## src/rtl/fft_pkg.sv

```systemverilog
// Shared FFT datapath types: word width default, selector mode codes, serialiser FSM states.
// Latency: n/a (declarations only).
// Backpressure: n/a.
//
// Purpose: common constants and typedefs imported by the mux_nin1_seq slice.
// Ports:   none (package).
package fft_pkg;

  localparam int FFT_WORD_SIZE = 16;

  // Values carried on the mode input of the selector
  localparam logic MODE_DIRECT = 1'b0;
  localparam logic MODE_SEQ    = 1'b1;

  typedef enum logic {
    ST_IDLE = 1'b0,
    ST_SEQ  = 1'b1
  } state_t;

endpackage

```

## src/rtl/mux_nin1_seq_if.sv

```systemverilog
// Handshake/data bundle between an upstream word source and the N:1 selector/serialiser.
// Latency: n/a (wiring only).
// Backpressure: carries in_ready and out_ready; the selector honours both.
//
// Purpose: groups every non-clock/reset signal of mux_nin1_seq.
// Ports:   master = driver of requests and consumer of output words;
//          slave  = the selector itself.
interface mux_nin1_seq_if
  import fft_pkg::*;
#(
  parameter int WORD_SIZE = FFT_WORD_SIZE,
  parameter int N_IN      = 4
);
  localparam int SEL_W = $clog2(N_IN);

  logic                      mode;
  logic [SEL_W-1:0]          sel;
  logic                      start;
  logic                      in_valid;
  logic                      in_ready;
  logic [N_IN*WORD_SIZE-1:0] in_data;
  logic [WORD_SIZE-1:0]      out_data;
  logic                      out_valid;
  logic                      out_ready;
  logic                      out_last;
  logic                      busy;
  logic                      done;

  modport master (
    output mode, sel, start, in_valid, in_data, out_ready,
    input  in_ready, out_data, out_valid, out_last, busy, done
  );

  modport slave (
    input  mode, sel, start, in_valid, in_data, out_ready,
    output in_ready, out_data, out_valid, out_last, busy, done
  );

endinterface

```

## src/rtl/mux_nin1.sv

```systemverilog
// Combinational N_IN:1 word multiplexer; select values with no matching channel yield zero.
// Latency: 0 cycles (pure combinational).
// Backpressure: none; caller owns all flow control.
//
// Purpose: shared word selector used for both DIRECT picks and SEQ streaming.
// Ports:   i_data (N_IN packed words, channel k at [k*WORD_SIZE +: WORD_SIZE]),
//          i_sel (channel index), o_data (selected word).
module mux_nin1 #(
  parameter  int WORD_SIZE = 16,
  parameter  int N_IN      = 4,
  localparam int SEL_W     = $clog2(N_IN)
) (
  input  logic [N_IN*WORD_SIZE-1:0] i_data,
  input  logic [SEL_W-1:0]          i_sel,
  output logic [WORD_SIZE-1:0]      o_data
);

  // Encodings beyond N_IN-1 (non-power-of-two N_IN) match no channel and fall through to 0.
  always_comb begin
    o_data = '0;
    for (int k = 0; k < N_IN; k++) begin
      if (i_sel == SEL_W'(k)) begin
        o_data = i_data[k*WORD_SIZE +: WORD_SIZE];
      end
    end
  end

endmodule

```

## src/rtl/mux_nin1_seq.sv

```systemverilog
// N_IN:1 word selector with registered output: DIRECT picks one channel, SEQ snapshots and streams all.
// Latency: 1 cycle from accepted in_valid/start to out_valid; SEQ then emits one word per output transfer.
// Backpressure: output held while out_valid & ~out_ready; in_ready low whenever busy or output stalled.
//
// Purpose: butterfly-output selector/serialiser for the 16-point FFT datapath.
// Ports:   clk, rst_n (async active-low); bus (slave modport): mode/sel/start/in_valid/in_data in,
//          in_ready out, out_data/out_valid/out_last out with out_ready in, busy/done status out.
module mux_nin1_seq
  import fft_pkg::*;
#(
  parameter int WORD_SIZE = FFT_WORD_SIZE,
  parameter int N_IN      = 4
) (
  input logic           clk,
  input logic           rst_n,
  mux_nin1_seq_if.slave bus
);

  localparam int               SEL_W   = $clog2(N_IN);
  localparam int               DW      = N_IN * WORD_SIZE;
  localparam logic [SEL_W-1:0] LAST_CH = SEL_W'(N_IN - 1);

  state_t                r_state;
  state_t                w_state_nxt;
  logic [SEL_W-1:0]      r_cnt;
  logic [SEL_W-1:0]      w_cnt_nxt;
  logic [SEL_W-1:0]      w_cnt_inc;
  logic [DW-1:0]         r_snap;
  logic [DW-1:0]         w_snap_nxt;
  logic [WORD_SIZE-1:0]  r_out_data;
  logic [WORD_SIZE-1:0]  w_out_data_nxt;
  logic                  r_out_valid;
  logic                  w_out_valid_nxt;
  logic                  r_out_last;
  logic                  w_out_last_nxt;

  logic [SEL_W-1:0]      w_mux_sel;
  logic [DW-1:0]         w_mux_data;
  logic [WORD_SIZE-1:0]  w_mux_out;
  logic                  w_in_ready;
  logic                  w_xfer;
  logic                  w_done;

  assign w_in_ready = (r_state == ST_IDLE) & (~r_out_valid | bus.out_ready);
  assign w_xfer     = r_out_valid & bus.out_ready;
  assign w_cnt_inc  = r_cnt + 1'b1;

  // While streaming the mux looks one word ahead (counter+1) into the frozen snapshot, so the
  // next word is ready to load on the same edge as the current transfer. A SEQ launch from idle
  // always starts at channel 0, regardless of sel.
  always_comb begin
    if (r_state == ST_SEQ) begin
      w_mux_sel  = w_cnt_inc;
      w_mux_data = r_snap;
    end else begin
      w_mux_sel  = (bus.mode == MODE_SEQ) ? '0 : bus.sel;
      w_mux_data = bus.in_data;
    end
  end

  mux_nin1 #(
    .WORD_SIZE (WORD_SIZE),
    .N_IN      (N_IN)
  ) u_mux (
    .i_data (w_mux_data),
    .i_sel  (w_mux_sel),
    .o_data (w_mux_out)
  );

  always_comb begin
    w_state_nxt     = r_state;
    w_cnt_nxt       = r_cnt;
    w_snap_nxt      = r_snap;
    w_out_data_nxt  = r_out_data;
    w_out_valid_nxt = r_out_valid;
    w_out_last_nxt  = r_out_last;
    w_done          = 1'b0;

    case (r_state)
      ST_IDLE: begin
        if (w_xfer) begin
          w_out_valid_nxt = 1'b0;
        end
        // mode arbitrates when start and in_valid are both high
        if (w_in_ready) begin
          if (bus.mode == MODE_DIRECT) begin
            if (bus.in_valid) begin
              w_out_data_nxt  = w_mux_out;
              w_out_valid_nxt = 1'b1;
              w_out_last_nxt  = 1'b0;
            end
          end else if (bus.start) begin
            w_snap_nxt      = bus.in_data;
            w_state_nxt     = ST_SEQ;
            w_cnt_nxt       = '0;
            w_out_data_nxt  = w_mux_out;
            w_out_valid_nxt = 1'b1;
            w_out_last_nxt  = 1'b0;
          end
        end
      end

      ST_SEQ: begin
        if (w_xfer) begin
          if (r_out_last) begin
            // done is a strobe on the accepting cycle of the final word
            w_done          = 1'b1;
            w_state_nxt     = ST_IDLE;
            w_cnt_nxt       = '0;
            w_out_valid_nxt = 1'b0;
            w_out_last_nxt  = 1'b0;
          end else begin
            w_cnt_nxt      = w_cnt_inc;
            w_out_data_nxt = w_mux_out;
            w_out_last_nxt = (w_cnt_inc == LAST_CH);
          end
        end
      end

      default: begin
        w_state_nxt = ST_IDLE;
      end
    endcase
  end

  always_ff @(posedge clk or negedge rst_n) begin
    if (!rst_n) begin
      r_state     <= ST_IDLE;
      r_cnt       <= '0;
      r_snap      <= '0;
      r_out_data  <= '0;
      r_out_valid <= 1'b0;
      r_out_last  <= 1'b0;
    end else begin
      r_state     <= w_state_nxt;
      r_cnt       <= w_cnt_nxt;
      r_snap      <= w_snap_nxt;
      r_out_data  <= w_out_data_nxt;
      r_out_valid <= w_out_valid_nxt;
      r_out_last  <= w_out_last_nxt;
    end
  end

  assign bus.in_ready  = w_in_ready;
  assign bus.out_data  = r_out_data;
  assign bus.out_valid = r_out_valid;
  assign bus.out_last  = r_out_last;
  assign bus.busy      = (r_state == ST_SEQ);
  assign bus.done      = w_done;

endmodule

```

## src/flat_wrapper.sv

```systemverilog
// flat-port wrapper written by rule: the top's interface ports become plain ports
module mux_nin1_seq_flat import fft_pkg::*;
#(
  parameter int WORD_SIZE = FFT_WORD_SIZE,
  parameter int N_IN      = 4
)
  (clk, rst_n, bus_mode, bus_sel, bus_start, bus_in_valid, bus_in_data, bus_out_ready, bus_in_ready, bus_out_data, bus_out_valid, bus_out_last, bus_busy, bus_done);
  mux_nin1_seq_if #(.WORD_SIZE(WORD_SIZE), .N_IN(N_IN)) bus_i ();
  input logic clk;
  input logic rst_n;
  input wire logic [$bits(bus_i.mode)-1:0] bus_mode;
  input wire logic [$bits(bus_i.sel)-1:0] bus_sel;
  input wire logic [$bits(bus_i.start)-1:0] bus_start;
  input wire logic [$bits(bus_i.in_valid)-1:0] bus_in_valid;
  input wire logic [$bits(bus_i.in_data)-1:0] bus_in_data;
  input wire logic [$bits(bus_i.out_ready)-1:0] bus_out_ready;
  output wire logic [$bits(bus_i.in_ready)-1:0] bus_in_ready;
  output wire logic [$bits(bus_i.out_data)-1:0] bus_out_data;
  output wire logic [$bits(bus_i.out_valid)-1:0] bus_out_valid;
  output wire logic [$bits(bus_i.out_last)-1:0] bus_out_last;
  output wire logic [$bits(bus_i.busy)-1:0] bus_busy;
  output wire logic [$bits(bus_i.done)-1:0] bus_done;
  assign bus_i.mode = bus_mode;
  assign bus_i.sel = bus_sel;
  assign bus_i.start = bus_start;
  assign bus_i.in_valid = bus_in_valid;
  assign bus_i.in_data = bus_in_data;
  assign bus_i.out_ready = bus_out_ready;
  assign bus_in_ready = bus_i.in_ready;
  assign bus_out_data = bus_i.out_data;
  assign bus_out_valid = bus_i.out_valid;
  assign bus_out_last = bus_i.out_last;
  assign bus_busy = bus_i.busy;
  assign bus_done = bus_i.done;
  mux_nin1_seq #(.WORD_SIZE(WORD_SIZE), .N_IN(N_IN)) u_core (.clk(clk), .rst_n(rst_n), .bus(bus_i));
endmodule
```

## config.mk

```make
export PLATFORM = sky130hd
export DESIGN_NAME = mux_nin1_seq_flat
export DESIGN_NICKNAME = d
export VERILOG_FILES = /design/src/rtl/fft_pkg.sv /design/src/rtl/mux_nin1_seq_if.sv /design/src/rtl/mux_nin1.sv /design/src/rtl/mux_nin1_seq.sv /design/src/flat_wrapper.sv
export SDC_FILE = /design/constraint.sdc
export NUM_CORES = 1
export LEC_CHECK = 0
export ABC_AREA = 0
export ABC_CLOCK_PERIOD_IN_PS = 3900
export BUFFER_PORTS_ARGS = -buffer_cell sky130_fd_sc_hd__buf_2
export CAP_MARGIN = 40
export CORE_ASPECT_RATIO = 0.75
export CORE_MARGIN = 1
export CORE_UTILIZATION = 60
export DETAILED_ROUTE_END_ITERATION = 10
export PLACE_DENSITY = 0.87
export SLEW_MARGIN = 30
export SYNTH_ARGS = -nofsm -noshare
export SYNTH_HDL_FRONTEND = slang
export SYNTH_HIERARCHICAL = 1
export SYNTH_SLANG_ARGS = --single-unit
export TNS_END_PERCENT = 30
```

## constraint.sdc

```tcl
create_clock -name clk -period 3.9 [get_ports clk]
set_input_delay 0.39 -clock clk [delete_from_list [all_inputs] [get_ports clk]]
set_output_delay 0.39 -clock clk [all_outputs]
set_load 0.03 [all_outputs]
```

==> results.yml <==
run_status:
  status: "completed"
sta:
  fin_worst_skew_ns: 0.0100
  finalMaxSlewViolations: 0
  final.period_utilization_pct: 70.4
  finalWorstPathRequiredPeriod_ns: 2.74
  timing_hold_violations_final: 0
  maxSlewHeadroom_pct: 59.4
  fin_setup_tns_ns: 0
  setup_viol_count_final: 0
  max_slew.worst_pin.slew_ns: 0.608
  unrepaired_setup_endpoints_after_global_routing: "false"
  fmaxAchievable_mhz: 364
place:
  post-dp-hpwl_um: 5830
  place.port_buffers: 92
  final_replace_weighted_congestion: 0.872
synthesis:
  synth-seq-area-share_pct: 46.4
  synthesis.instances: 300
  synth_enable_flop_cells: 0
  synth.top_cell.area_share_pct: 46.4
  post_synth_instance_area_mm2: 0.00459
  ys_async_sr_fraction_pct: 100
  synth_cell_type_count: 30
  synth.ff_latch_count: 85
  synth_ff_type: "sky130_fd_sc_hd__dfrtp_1"
  post_synth.cell_area_avg_um2: 15.3
  mappedNetlistNets: 373
  top_cell_types_by_occurrence_after_synthesis: "sky130_fd_sc_hd__mux2_2, sky130_fd_sc_hd__dfrtp_1, sky130_fd_sc_hd__mux2_4"
  cell_type_contributing_the_most_total_cell_area_after_synthesis: "sky130_fd_sc_hd__dfrtp_1"
  synth.area.top_cells: "sky130_fd_sc_hd__dfrtp_1, sky130_fd_sc_hd__mux2_2, sky130_fd_sc_hd__mux4_2"
  synth.most_common_cell: "sky130_fd_sc_hd__mux2_2"
  ys.warnings.count: 6
setup_path:
  ff2ff_path_depth: 5
  path_class: "reg2reg"
  crit_path_cell_trace: "clkinv_1 > o22ai_2 > buf_4 > mux4_1 > mux2_2"
  largest_fanout_on_the_critical_path: 28
  slowest_library_cell_on_the_worst_path: "sky130_fd_sc_hd__dfrtp_2"
  endpoint_kind: "flop"
  critPathLaunchType: "flop"
  worst_ep_required_time_ns: 4.14
  crit_start: "u_core/bus.busy"
  worst_r2r_startpoint: "u_core/bus.busy"
  critPathMaxStageDelay_ns: 0.75
  worstPathArrival_ns: 2.99
  rrSetupSlack_ns: 1.16
clock_tree:
  post_cts_resize_count: 0
  insertion_delay_ns: 0.35
  numClockSinks: 85
  cts_root_buffer: "sky130_fd_sc_hd__clkbuf_8"
  tritoncts.num_buffers: 9
  tritoncts_clock_tree: "done"
  ctsHtreeMaxLevel: 3
  max-clock-path-buffers: 2
  cts.clk_slew.worst_paths_ns: 0.08
  post_cts.repair.setup_buffers: 0
grt:
  antenna_found_initial: 1
  globalRouteTotalUtil_pct: 22.7
  grt_first_pass_wirelength_um: 13800
  grt_pass1_vias: 2887
  pin_count_of_the_biggest_net_entering_global_routing: 86
  global_route.overflow_total: 0
drt:
  antenna_left: 0
  detail_route.iter0.violations: 133
  route.vias.total: 2783
  detail_route.wirelength_um: 8490
  route.detailed.wl_per_inst_um: 17.1
  drt-vias-per-instance: 5.62
  detail_route.drc_violations: 0
  drt_first_pass_iters: 4
finish:
  fin_nets: 462
  final_layout_size_suffix_gt1_share_pct: 68.3
  area_growth_pct: 14.9
  finish.utilization_pct: 71.5
  n_fill_cell: 544
  n_antenna_cell: 0
die:
  design.core.area_mm2: 0.00736
  die_x_um: 103
  rows: 27
  fp.dieArea_mm2: 0.00800
  initial_utilization_pct: 62.3
  num_io_pins: 93
  die_span_y_um: 77.7
hold_path:
  hp-class: "in2reg"
  hold_path_depth: 2
  min_from: "bus_in_data[12]"
power_and_ir_drop:
  leakage_uw: 0.00268
  worst_case_vdd_ir_drop_mv: 0.185
  power_density_mw_per_mm2: 306
job:
  cap_viol_max_count: 0
==> logic make-up (layout without fill, tap and decap cells) <==
group | after synthesis | in the layout | synth area share, %
fa+ha+maj | 1 | 1 | 0.273
simple gates | 13 | 13 | 1.91
flops | 85 | 85 | 46.4
compound gates | 13 | 13 | 1.96
mux | 162 | 162 | 45.1
buf+inv | 26 | 120 | 4.42
==> cell usage in the layout, fill, tap and decap left out, types with 2 or more instances in the layout <==
cell / synthesis / layout
sky130_fd_sc_hd__inv_1: 4 / 4
sky130_fd_sc_hd__mux4_1: 6 / 6
sky130_fd_sc_hd__mux2_2: 130 / 130
sky130_fd_sc_hd__o22ai_1: 3 / 2
sky130_fd_sc_hd__a22o_1: 4 / 4
sky130_fd_sc_hd__mux4_2: 10 / 10
sky130_fd_sc_hd__nor2_1: 2 / 2
sky130_fd_sc_hd__buf_2: 7 / 91
sky130_fd_sc_hd__mux2_4: 11 / 11
sky130_fd_sc_hd__dfrtp_1: 85 / 84
sky130_fd_sc_hd__clkinvlp_4: 0 / 2
sky130_fd_sc_hd__clkbuf_8: 0 / 11
sky130_fd_sc_hd__o21ai_0: 3 / 2
sky130_fd_sc_hd__buf_4: 1 / 4
sky130_fd_sc_hd__mux2_1: 4 / 4
sky130_fd_sc_hd__clkbuf_1: 0 / 2
sky130_fd_sc_hd__nand2_1: 4 / 4
==> stage by stage <==
stage	std cells	cell area [µm²]	worst slack [ns]	hold WS (ns)	total power [µW]
after detailed placement	477	5050	1.14	0.475	1060
after CTS	493	5230	1.15	0.114	1620
final	495	5270	1.16	0.265	1610
after global routing	495	5270	0.977	0.243	1680
after floorplan	300	4590	1.59	0.0944	988
after global placement	476	5030	1.17	0.462	1050
==> cell type report <==
type,count,area [µm²],share of cell area [%]
Timing Repair Buffer,99,549,10.4
Clock buffer,13,159,3.02
Tap cell,101,126,2.40
Sequential cell,85,2130,40.4
Inverter,5,18.8,0.356
Multi-Input combinational cell,189,2270,43.0
Clock inverter,3,20.0,0.380
==> worst paths after layout <==
check	endpoint
max in group asynchronous	u_core/r_snap[51]
setup reg to reg	u_core/bus.out_data[1]
hold / removal	u_core/r_snap[12]
setup / recovery	u_core/bus.out_data[1]
min in group asynchronous	u_core/r_snap[22]
hold reg to reg	u_core/r_snap[39]
==> critical path: cells and delay by family, from the launching register on <==
family | cells | cell delay [ns]
AOI/OAI and AO/OA | 1 | 0.25
buffers and inverters | 2 | 0.74
DFF | 1 | 0.75
muxes | 2 | 0.89
==> what timing repair did <==
item	CTS	global route
endpoints found under the hold margin	0	29
hold buffers	0	1
endpoints found under the setup margin	0	0
==> power by group <==
| part | internal, µW | total [µW] | leakage, µW | switching [µW] |
|---|---|---|---|---|
| clock network | 266 | 563 | 0.0000857 | 297 |
| logic | 77.0 | 131 | 0.00145 | 54.2 |
| registers | 906 | 917 | 0.00115 | 11.5 |
==> layer usage <==
metal / vias to the layer above / share of wire [%] / track usage (%)
li1: 1296 / - / -
met1: 1395 / 45 / 29.3
met2: 78 / 49 / 37.4
met3: 12 / 5.7 / 7.84
met4: 2 / 0.87 / 4.37
met5: - / 0.12 / 0
==> registers in the layout, summed over array words and instances (netlist names) <==
name and count:
u_core/bus.out_last 1, u_core/r_snap 64, u_core/bus.out_data 16, u_core/bus.busy 1
u_core/r_cnt 2, u_core/bus.out_valid 1
Power figures use the tool's default switching activity.
